**src/rtl/multicycle_control_fsm.sv**
```systemverilog
// multicycle_control_fsm
//   Multi-cycle control unit for the RISC-V core. Accepts one decoded
//   instruction per valid/ready handshake and walks it through
//   DECODE -> EXEC -> (MEM) -> (WB). It drives ALU-operation select,
//   memory strobes, branch/jump and register-write enables. It also flags
//   illegal opcodes and memory timeouts, and counts retired instructions.
//
// Ports:
//   clk, rst            clock, asynchronous active-high reset
//   instr_valid/ready   instruction handshake (ready only in FETCH)
//   opcode, funct3,     instruction fields, captured on the handshake edge
//   funct7_b5
//   mem_ready           data memory completed the current access
//   reg_write, mem_read, mem_write, branch, jump, alu_op
//                       per-state control outputs
//   retire, illegal_instr, mem_fault
//                       single-cycle event pulses
//   instret             retired-instruction counter (wraps)
module multicycle_control_fsm #(
  parameter int ALU_OP_W    = 5,
  parameter int MEM_TIMEOUT = 15,
  parameter int CNT_W       = 32
) (
  input  logic                clk,
  input  logic                rst,
  input  logic                instr_valid,
  output logic                instr_ready,
  input  logic [6:0]          opcode,
  input  logic [2:0]          funct3,
  input  logic                funct7_b5,
  input  logic                mem_ready,
  output logic                reg_write,
  output logic                mem_read,
  output logic                mem_write,
  output logic                branch,
  output logic                jump,
  output logic [ALU_OP_W-1:0] alu_op,
  output logic                retire,
  output logic                illegal_instr,
  output logic                mem_fault,
  output logic [CNT_W-1:0]    instret
);

  localparam logic [6:0] OP_R   = 7'b0110011;
  localparam logic [6:0] OP_I   = 7'b0010011;
  localparam logic [6:0] OP_LW  = 7'b0000011;
  localparam logic [6:0] OP_SW  = 7'b0100011;
  localparam logic [6:0] OP_BEQ = 7'b1100011;
  localparam logic [6:0] OP_JAL = 7'b1101111;
  localparam logic [6:0] OP_LUI = 7'b0110111;

  localparam logic [3:0] ALU_ADD  = 4'd0;
  localparam logic [3:0] ALU_SUB  = 4'd1;
  localparam logic [3:0] ALU_AND  = 4'd2;
  localparam logic [3:0] ALU_OR   = 4'd3;
  localparam logic [3:0] ALU_XOR  = 4'd4;
  localparam logic [3:0] ALU_SLL  = 4'd5;
  localparam logic [3:0] ALU_SRL  = 4'd6;
  localparam logic [3:0] ALU_SRA  = 4'd7;
  localparam logic [3:0] ALU_SLT  = 4'd8;
  localparam logic [3:0] ALU_SLTU = 4'd9;
  localparam logic [3:0] ALU_PASS = 4'd10;

  // The timeout counter never needs to hold more than MEM_TIMEOUT-1.
  localparam int TO_W = (MEM_TIMEOUT > 1) ? $clog2(MEM_TIMEOUT) : 1;
  localparam logic [TO_W-1:0] TO_LAST = TO_W'(MEM_TIMEOUT - 1);

  typedef enum logic [2:0] {
    S_IDLE,
    S_FETCH,
    S_DECODE,
    S_EXEC,
    S_MEM,
    S_WB,
    S_TRAP
  } state_t;

  state_t          state, state_nxt;
  logic [TO_W-1:0] to_cnt;
  logic            trap_mem_q;   // 1: trap caused by memory timeout, 0: illegal opcode
  logic [6:0]      op_q;
  logic [2:0]      f3_q;
  logic            b5_q;
  logic [3:0]      alu_code;

  function automatic logic is_legal(input logic [6:0] op);
    return (op == OP_R) || (op == OP_I) || (op == OP_LW) || (op == OP_SW) ||
           (op == OP_BEQ) || (op == OP_JAL) || (op == OP_LUI);
  endfunction

  function automatic logic [3:0] alu_sel(input logic [6:0] op, input logic [2:0] f3,
                                         input logic b5);
    logic [3:0] sel;
    sel = ALU_ADD;
    if ((op == OP_R) || (op == OP_I)) begin
      case (f3)
        3'b000:  sel = ((op == OP_R) && b5) ? ALU_SUB : ALU_ADD;
        3'b001:  sel = ALU_SLL;
        3'b010:  sel = ALU_SLT;
        3'b011:  sel = ALU_SLTU;
        3'b100:  sel = ALU_XOR;
        3'b101:  sel = b5 ? ALU_SRA : ALU_SRL;
        3'b110:  sel = ALU_OR;
        default: sel = ALU_AND;
      endcase
    end else if (op == OP_BEQ) begin
      sel = ALU_SUB;
    end else if (op == OP_LUI) begin
      sel = ALU_PASS;
    end
    return sel;
  endfunction

  // Instruction fields are datapath values: captured on the handshake, never reset.
  always_ff @(posedge clk) begin
    if (instr_valid && instr_ready) begin
      op_q <= opcode;
      f3_q <= funct3;
      b5_q <= funct7_b5;
    end
  end

  always_ff @(posedge clk or posedge rst) begin
    if (rst) begin
      state      <= S_IDLE;
      to_cnt     <= '0;
      trap_mem_q <= 1'b0;
      instret    <= '0;
    end else begin
      state <= state_nxt;
      if ((state != S_MEM) && (state_nxt == S_MEM)) begin
        to_cnt <= '0;
      end else if ((state == S_MEM) && !mem_ready) begin
        to_cnt <= to_cnt + TO_W'(1);
      end
      if (state_nxt == S_TRAP) begin
        trap_mem_q <= (state == S_MEM);
      end
      if (retire) begin
        instret <= instret + CNT_W'(1);
      end
    end
  end

  always_comb begin
    state_nxt     = state;
    instr_ready   = 1'b0;
    reg_write     = 1'b0;
    mem_read      = 1'b0;
    mem_write     = 1'b0;
    branch        = 1'b0;
    jump          = 1'b0;
    retire        = 1'b0;
    illegal_instr = 1'b0;
    mem_fault     = 1'b0;
    alu_code      = ALU_ADD;
    case (state)
      S_IDLE: state_nxt = S_FETCH;
      S_FETCH: begin
        instr_ready = 1'b1;
        if (instr_valid) state_nxt = S_DECODE;
      end
      S_DECODE: state_nxt = is_legal(op_q) ? S_EXEC : S_TRAP;
      S_EXEC: begin
        alu_code = alu_sel(op_q, f3_q, b5_q);
        case (op_q)
          OP_BEQ: begin
            branch    = 1'b1;
            retire    = 1'b1;
            state_nxt = S_FETCH;
          end
          OP_JAL: begin
            jump      = 1'b1;
            state_nxt = S_WB;
          end
          OP_LW, OP_SW: state_nxt = S_MEM;
          default: state_nxt = S_WB;
        endcase
      end
      S_MEM: begin
        mem_read  = (op_q == OP_LW);
        mem_write = (op_q == OP_SW);
        // A late mem_ready on the final allowed cycle still completes normally.
        if (mem_ready) begin
          if (op_q == OP_LW) begin
            state_nxt = S_WB;
          end else begin
            retire    = 1'b1;
            state_nxt = S_FETCH;
          end
        end else if (to_cnt == TO_LAST) begin
          state_nxt = S_TRAP;
        end
      end
      S_WB: begin
        reg_write = 1'b1;
        retire    = 1'b1;
        state_nxt = S_FETCH;
      end
      S_TRAP: begin
        illegal_instr = !trap_mem_q;
        mem_fault     = trap_mem_q;
        state_nxt     = S_FETCH;
      end
      default: state_nxt = S_IDLE;
    endcase
  end

  assign alu_op = ALU_OP_W'(alu_code);

endmodule

```
**config.mk**
```make
export PLATFORM = sky130hd
export DESIGN_NAME = multicycle_control_fsm
export DESIGN_NICKNAME = d
export VERILOG_FILES = /design/src/rtl/multicycle_control_fsm.sv
export SDC_FILE = /design/constraint.sdc
export NUM_CORES = 1
export LEC_CHECK = 0
export ABC_AREA = 1
export CAP_MARGIN = 20
export CORE_ASPECT_RATIO = 0.75
export CORE_MARGIN = 8
export CORE_UTILIZATION = 55
export DETAILED_ROUTE_END_ITERATION = 12
export DONT_BUFFER_PORTS = 1
export PLACE_DENSITY_LB_ADDON = 0.25
export SETUP_SLACK_MARGIN = 0.3
export SYNTH_ARGS = -nofsm -noshare
export SYNTH_HDL_FRONTEND = slang
export SYNTH_SLANG_ARGS = --single-unit
export TNS_END_PERCENT = 50
```
**constraint.sdc**
```tcl
create_clock -name clk -period 2.25 [get_ports clk]
set_input_delay 0.225 -clock clk [delete_from_list [all_inputs] [get_ports clk]]
set_output_delay 0.225 -clock clk [all_outputs]
set_load 0.02 [all_outputs]
```
==> reports/metrics.cfg, run 1 <==
[status]
outcome = completed

[layout]
instances_no_fill = 514
syn2layout_area_growth_pct = 15.60
drive_above_1_share_pct = 15.37
n_antenna_cell = 0
nNetsFinal = 453
fin_util_pct = 64.37

[floorplanning]
die_area_um2 = 8453
initial_core_util_pct = 55.69
die_y_um = 81.65
die_w_um = 103.5
core_area_um2 = 5675
num_io_pins = 61
rows = 24

[synthesis]
synth_top_area_cell = dfrtp_1
synth.cell_area_um2 = 3161
ys_top_cells_by_area = dfrtp_1 (32%), nand2_1 (15%), edfxtp_1 (10%)
syn_nets = 421
synth_top_area_share_pct = 31.67
synth-seq-cells = 51
post_synth.cell_area_avg_um2 = 7.843
yosysWarnings = 0
syn_inst = 403
synth_cell_types = 33
ys_seq_area_share_pct = 42.12

[detailed_routing]
wl_met2_mm = 3.395
drt_iter0_drc = 268
drt_wl_total_mm = 8.148
route.met3.wl_um = 918
vias = 2748
routed.top_layer = met4
wl_met1_mm = 3.756
drcViolationCount = 0
dr.pass1.iters = 5
vias_per_cell = 5.346
wl_per_cell_um = 15.85
postRouteAntennaNets = 0

[clock_network]
path_clk_slew_ps = 90
clock_latency_ps = 300
tritoncts = done
h-tree-depth = 2
clock_path_buffers = 2
cts_buffers = 5
cts.sinks = 51
root_buffer = clkbuf_8

[critical_path]
reg2reg_slack_ps = 370
cp_max_fo = 5
critPathRequiredTime_ps = 2030
cpMostUsedCell = nand2_1
slowest_stage = edfxtp_1
crit_chain = nor2_1 -> nand2_2 -> nor2_2 -> nand2_1 -> nand2_1 -> nand2_1 -> nor2_4
worstReg2RegStart = instret[5]
worst_ep_arrival_time_ps = 1680
reg2regPathDepth = 6
max_stage_delay_ps = 410
cp-endpoint = alu_op[3]
r2r-end = instret[20]
critPathLaunch = op_q[3]
startpoint_type = register
endpoint_kind = output pin
path_class = reg -> out

[placement]
pre_cts_ws_ps = 352.4
dpl.cell_count = 485
gp_congestion = 0.9318
hpwl_mm = 5.878
portBuffers = 0

[timing]
rsz0062_at_grt = true
fin_crit_ps = 1902
finalCritPeriodShare_pct = 84.51
layout_setup_ws_ps = 348.4
fmax_ghz = 0.5259
timing_hold_violations_final = 0
tns_ps = 0
tightest_slew_ps = 514.7
setup_violations = 0
fin_skew_ps = 5.130
finalMaxSlewViolations = 0
maxSlewHeadroom_pct = 65.69

[grt]
antenna_found_initial = 0
grt_pass1_wl_mm = 12.66
grt_max_degree = 41
grt_usage_pct = 18.50
grt_pass1_vias = 2438
grt_overflow = 0

[power]
powerDensity_nw_per_um2 = 814.7
power_w = 0.002976
p_leak_nw = 1.794
ir_drop_mv = 0.4657

[run]
maxCapViolations = 0

[worst_hold_path]
hold_path.class = in -> reg

[synthesized netlist by cell type]
| cell | instances |
|---|---|
| nand3b_1 | 1 |
| edfxtp_1 | 11 |
| nor2_1 | 51 |
| nor2_4 | 4 |
| ha_1 | 3 |
| xor2_2 | 1 |
| buf_2 | 1 |
| inv_2 | 4 |
| nor2_2 | 3 |
| o22ai_1 | 1 |
| buf_12 | 1 |
| and3_1 | 1 |
| inv_1 | 46 |
| nand2_2 | 3 |
| a21boi_0 | 1 |
| buf_6 | 1 |
| nand3_1 | 21 |
| o21ai_0 | 4 |
| nand2_1 | 124 |
| conb_1 | 1 |
| xnor2_2 | 7 |
| nor3_1 | 14 |
| nor3_2 | 1 |
| nand2_4 | 8 |
| buf_4 | 3 |
| nand3_2 | 3 |
| nand4_1 | 9 |
| xnor2_1 | 14 |
| nor4_1 | 1 |
| o21ai_1 | 7 |
| xor2_1 | 9 |
| a21oi_1 | 4 |
| dfrtp_1 | 40 |
[cells in the final DEF (no fill, tap or decap), drive strengths merged, types with 3 or more instances in the layout]
master       synthesis  layout
dlygate4sd3          0      12
ha                   3       3
inv                 50      49
buf                  6      16
o21ai               11      11
dfrtp               40      40
clkbuf               0      10
a21oi                4       4
nor3                15      15
xor2                10      10
edfxtp              11      11
nand3               24      24
nand2              135     135
nor2                58      58
xnor2               21      21
nand4                9       9
[layout make-up]
| type | count | area, um^2 |
|---|---|---|
| Multi-Input combinational cell | 296 | 1612 |
| Fill cell | 481 | 2022 |
| Tap cell | 78 | 97.59 |
| Clock buffer | 7 | 86.33 |
| Clock inverter | 1 | 3.754 |
| Timing Repair Buffer | 31 | 327.8 |
| Sequential cell | 51 | 1335 |
| Inverter | 50 | 191.4 |
[metrics by stage]
step | instance area [um^2] | hold slack [ps]
2_1_floorplan | 3161 | 323.9
3_3_place_gp | 3287 | 271.3
5_1_grt | 3654 | 128.8
6_report | 3654 | 142.2
4_1_cts | 3390 | 7.655
3_5_place_dp | 3287 | 275.4
[worst min path at each step]
stage / to / start / cells after the start / slack (ps)
2_1_floorplan: b5_q / funct7_b5 / 0 / 320
3_3_place_gp: instret[15] / rst / 2 / 270
4_1_cts: op_q[5] / opcode[5] / 0 / 8
3_5_place_dp: instret[15] / rst / 2 / 280
5_1_grt: state[1] / instr_valid / 2 / 130
6_report: state[1] / instr_valid / 2 / 140
[repair_timing]
item,4_1_cts,5_1_grt
endpoints found under the hold margin,40,11
hold buffers,1,11
pin swaps,0,1
endpoints found under the setup margin,3,19
resized for setup,1,10
buffers inserted,0,6
cloned,0,3
[metal layers]
metal | global-route usage, % | vias up
met5 | 0 | -
met4 | 4.234 | 0
met3 | 6.740 | 10
met2 | 26.82 | 120
met1 | 25.77 | 1293
li1 | - | 1325
[worst max-delay path, delay by kind of cell, from the launching register on]
| family | cells | cell delay (ps) |
|---|---|---|
| flops | 1 | 410 |
| simple gates | 7 | 970 |
[logic make-up (layout without fill, tap and decap cells)]
| family | Yosys count | after routing | synth area share, % |
|---|---|---|---|
| simple gates | 244 | 244 | 35.47 |
| buf+inv | 56 | 89 | 7.799 |
| flops | 51 | 51 | 42.12 |
| xor+xnor | 31 | 31 | 10.49 |
| compound gates | 17 | 17 | 2.811 |
| fa+ha+maj | 3 | 3 | 1.188 |
| other cells | 1 | 1 | 0.1187 |
[report_power, final]
part	switching, W	internal (W)	leakage (nW)	total, W
sequential	0.000234	0.00110	0.636	0.00134
combinational	0.000666	0.000429	1.11	0.00109
clock	0.000297	0.000247	0.0459	0.000544
total	0.00120	0.00178	1.79	0.00298
[flip-flops by register name (all words and copies together) (netlist names)]
name        count
b5_q            1
trap_mem_q      1
state           3
to_cnt          4
f3_q            3
instret        32
op_q            7
(Power assumes the default switching activity.)
==> run 2, diff against run 1 <==
Clock period 2.25 ns to 1.7 ns, I/O delays scaled along.
==> run 2 against run 1 <==
Effect of this change: the flow now finishes with violations (negative setup slack); combinational power rose by 96%; highest routed layer unchanged; clock power rose by 89%; clock skew rose by 12 ps; sequential cell count did not move; cell count rose by 9.7%; register-to-register slack got worse by 470 ps.
==> reports/metrics.cfg, run 2 (synthesized netlist as in run 1, its figures left out) <==
[timing]
rsz0062_at_grt = true
layout_setup_ws_ps = -217.1
maxSlewHeadroom_pct = 65.98
finalCritPeriodShare_pct = 112.8
finalMaxSlewViolations = 0
fin_skew_ps = 17.59
setup_violations = 43
tns_ps = -2975
tightest_slew_ps = 510.4
timing_hold_violations_final = 0
fin_crit_ps = 1917
fmax_ghz = 0.5216

[layout]
top_register = instret
nNetsFinal = 503
final_common_cell = nand2_1
design_area_um2 = 4357
fin_util_pct = 76.76
largest_reg_flops = 32
drive_above_1_share_pct = 33.33
syn2layout_area_growth_pct = 37.85
final.fill_count = 387
layout_common_cells = nand2_1 (111), buf_4 (54), inv_1 (41)
n_antenna_cell = 0
reg_top3 = instret x32, op_q x7, to_cnt x4

[critical_path]
cp_max_fo = 4
worst_ep_arrival_time_ps = 1750
cpLargestDelayFamily = flip-flops
reg2regPathDepth = 12
path_class = reg -> out
endpoint_kind = output pin
slowest_stage = edfxtp_1
critPathRequiredTime_ps = 1530
max_stage_delay_ps = 520
reg2reg_slack_ps = -100
crit_chain = inv_2 -> nand2_4 -> nor2_4 -> inv_2 -> nor2_4 -> nand2_4 -> a21oi_1 -> buf_4
startpoint_type = register
cp_num_cells = 8
path_buf_inv = 3

[floorplanning]
initial_core_util_pct = 55.69
num_io_pins = 61
die_area_um2 = 8453
rows = 24
die_w_um = 103.5
core_area_um2 = 5675
die_y_um = 81.65

[grt]
grt_max_degree = 41
grt_pass1_vias = 2998
antenna_found_initial = 0
grt_pass1_wl_mm = 14.68
grt_usage_pct = 21.56
grt_overflow = 0

[detailed_routing]
dr.pass1.iters = 6
vias = 3025
drt_wl_total_mm = 9.415
vias_per_cell = 5.363
postRouteAntennaNets = 0
drt_iter0_drc = 227
wl_per_cell_um = 16.69
drcViolationCount = 0

[status]
outcome = finished with violations
failed_checks = negative setup slack

[placement]
portBuffers = 0
place_area_um2 = 3652
pre_cts_ws_ps = 30.56
hpwl_mm = 6.029
gp_congestion = 0.9348

[run]
maxCapViolations = 0

[clock_network]
cts_buffers = 5
h-tree-depth = 2
clock_path_buffers = 2
tritoncts = done
path_clk_slew_ps = 110
root_buffer = clkbuf_8
clock_latency_ps = 330
cts.sinks = 51

[power]
powerDensity_nw_per_um2 = 1139
ir_drop_mv = 0.7471
power_w = 0.004962
p_leak_nw = 2.169

[worst_hold_path]
whs_path_depth = 3
hold_path.class = in -> reg

run 2: cell count changes in the layout (fill, tap and decap cells not counted), moves of 5 or more:
cell and delta:
buf_4 +39, nand2_1 -13, nor2_1 -8, dfrtp_1 -7, dfrtp_2 +7, nand2_2 +7, nand2_4 +6, nand3_1 -6
buf_6 +5
run 2: metal layers:
metal | up-vias | wire length [um] | global-route usage (%)
li1 | 1422 | - | -
met2 | 139 | 4307 | 35.12
met5 | - | 0 | 0
met4 | 0 | 225 | 5.401
met3 | 31 | 754 | 5.486
met1 | 1433 | 4128 | 28.43
run 2: report_power, final:
group / switching (W) / leakage, nW / internal [W] / total (W)
Combinational: 0.00117 / 1.48 / 0.000968 / 0.00214
Sequential: 0.000313 / 0.629 / 0.00148 / 0.00179
Clock: 0.000445 / 0.0644 / 0.000587 / 0.00103
run 2: layout make-up:
class                           count  area (um^2)  area share, %
Clock inverter                      3        67.56          1.551
Inverter                           50        193.9          4.451
Timing Repair inverter              1        7.507         0.1723
Clock buffer                        5        68.82          1.580
Sequential cell                    51         1344          30.84
Tap cell                           78        97.59          2.240
Timing Repair Buffer               80        769.5          17.66
Multi-Input combinational cell    296         1808          41.50
run 2: per-stage QoR:
stage | std cells | hold slack, ps
after floorplan | 403 | 268.9
after global placement | 523 | 213.3
after detailed placement | 523 | 221.9
after CTS | 559 | 79.76
after global routing | 564 | 99.29
final | 564 | 75.84
run 2: what timing repair did:
item,CTS,global route
hold endpoints to repair,51,0
setup buffers,14,4
setup endpoints to repair,60,63
gates resized for setup,51,16
cloned,2,1
pin swaps,23,13
hold buffers,12,0
run 2: path summary, 6_finish.rpt:
kind                       startpoint          end
min reg2reg                instret[6]   instret[6]
min                         mem_ready   trap_mem_q
max in group asynchronous         rst   instret[3]
max                           op_q[4]    alu_op[0]
max reg2reg                   op_q[4]  instret[20]
min in group asynchronous         rst  instret[30]
run 2: tightest hold or removal path, delay by kind of cell:
family	cells	cell delay, ps
and+or+nand+nor	3	180
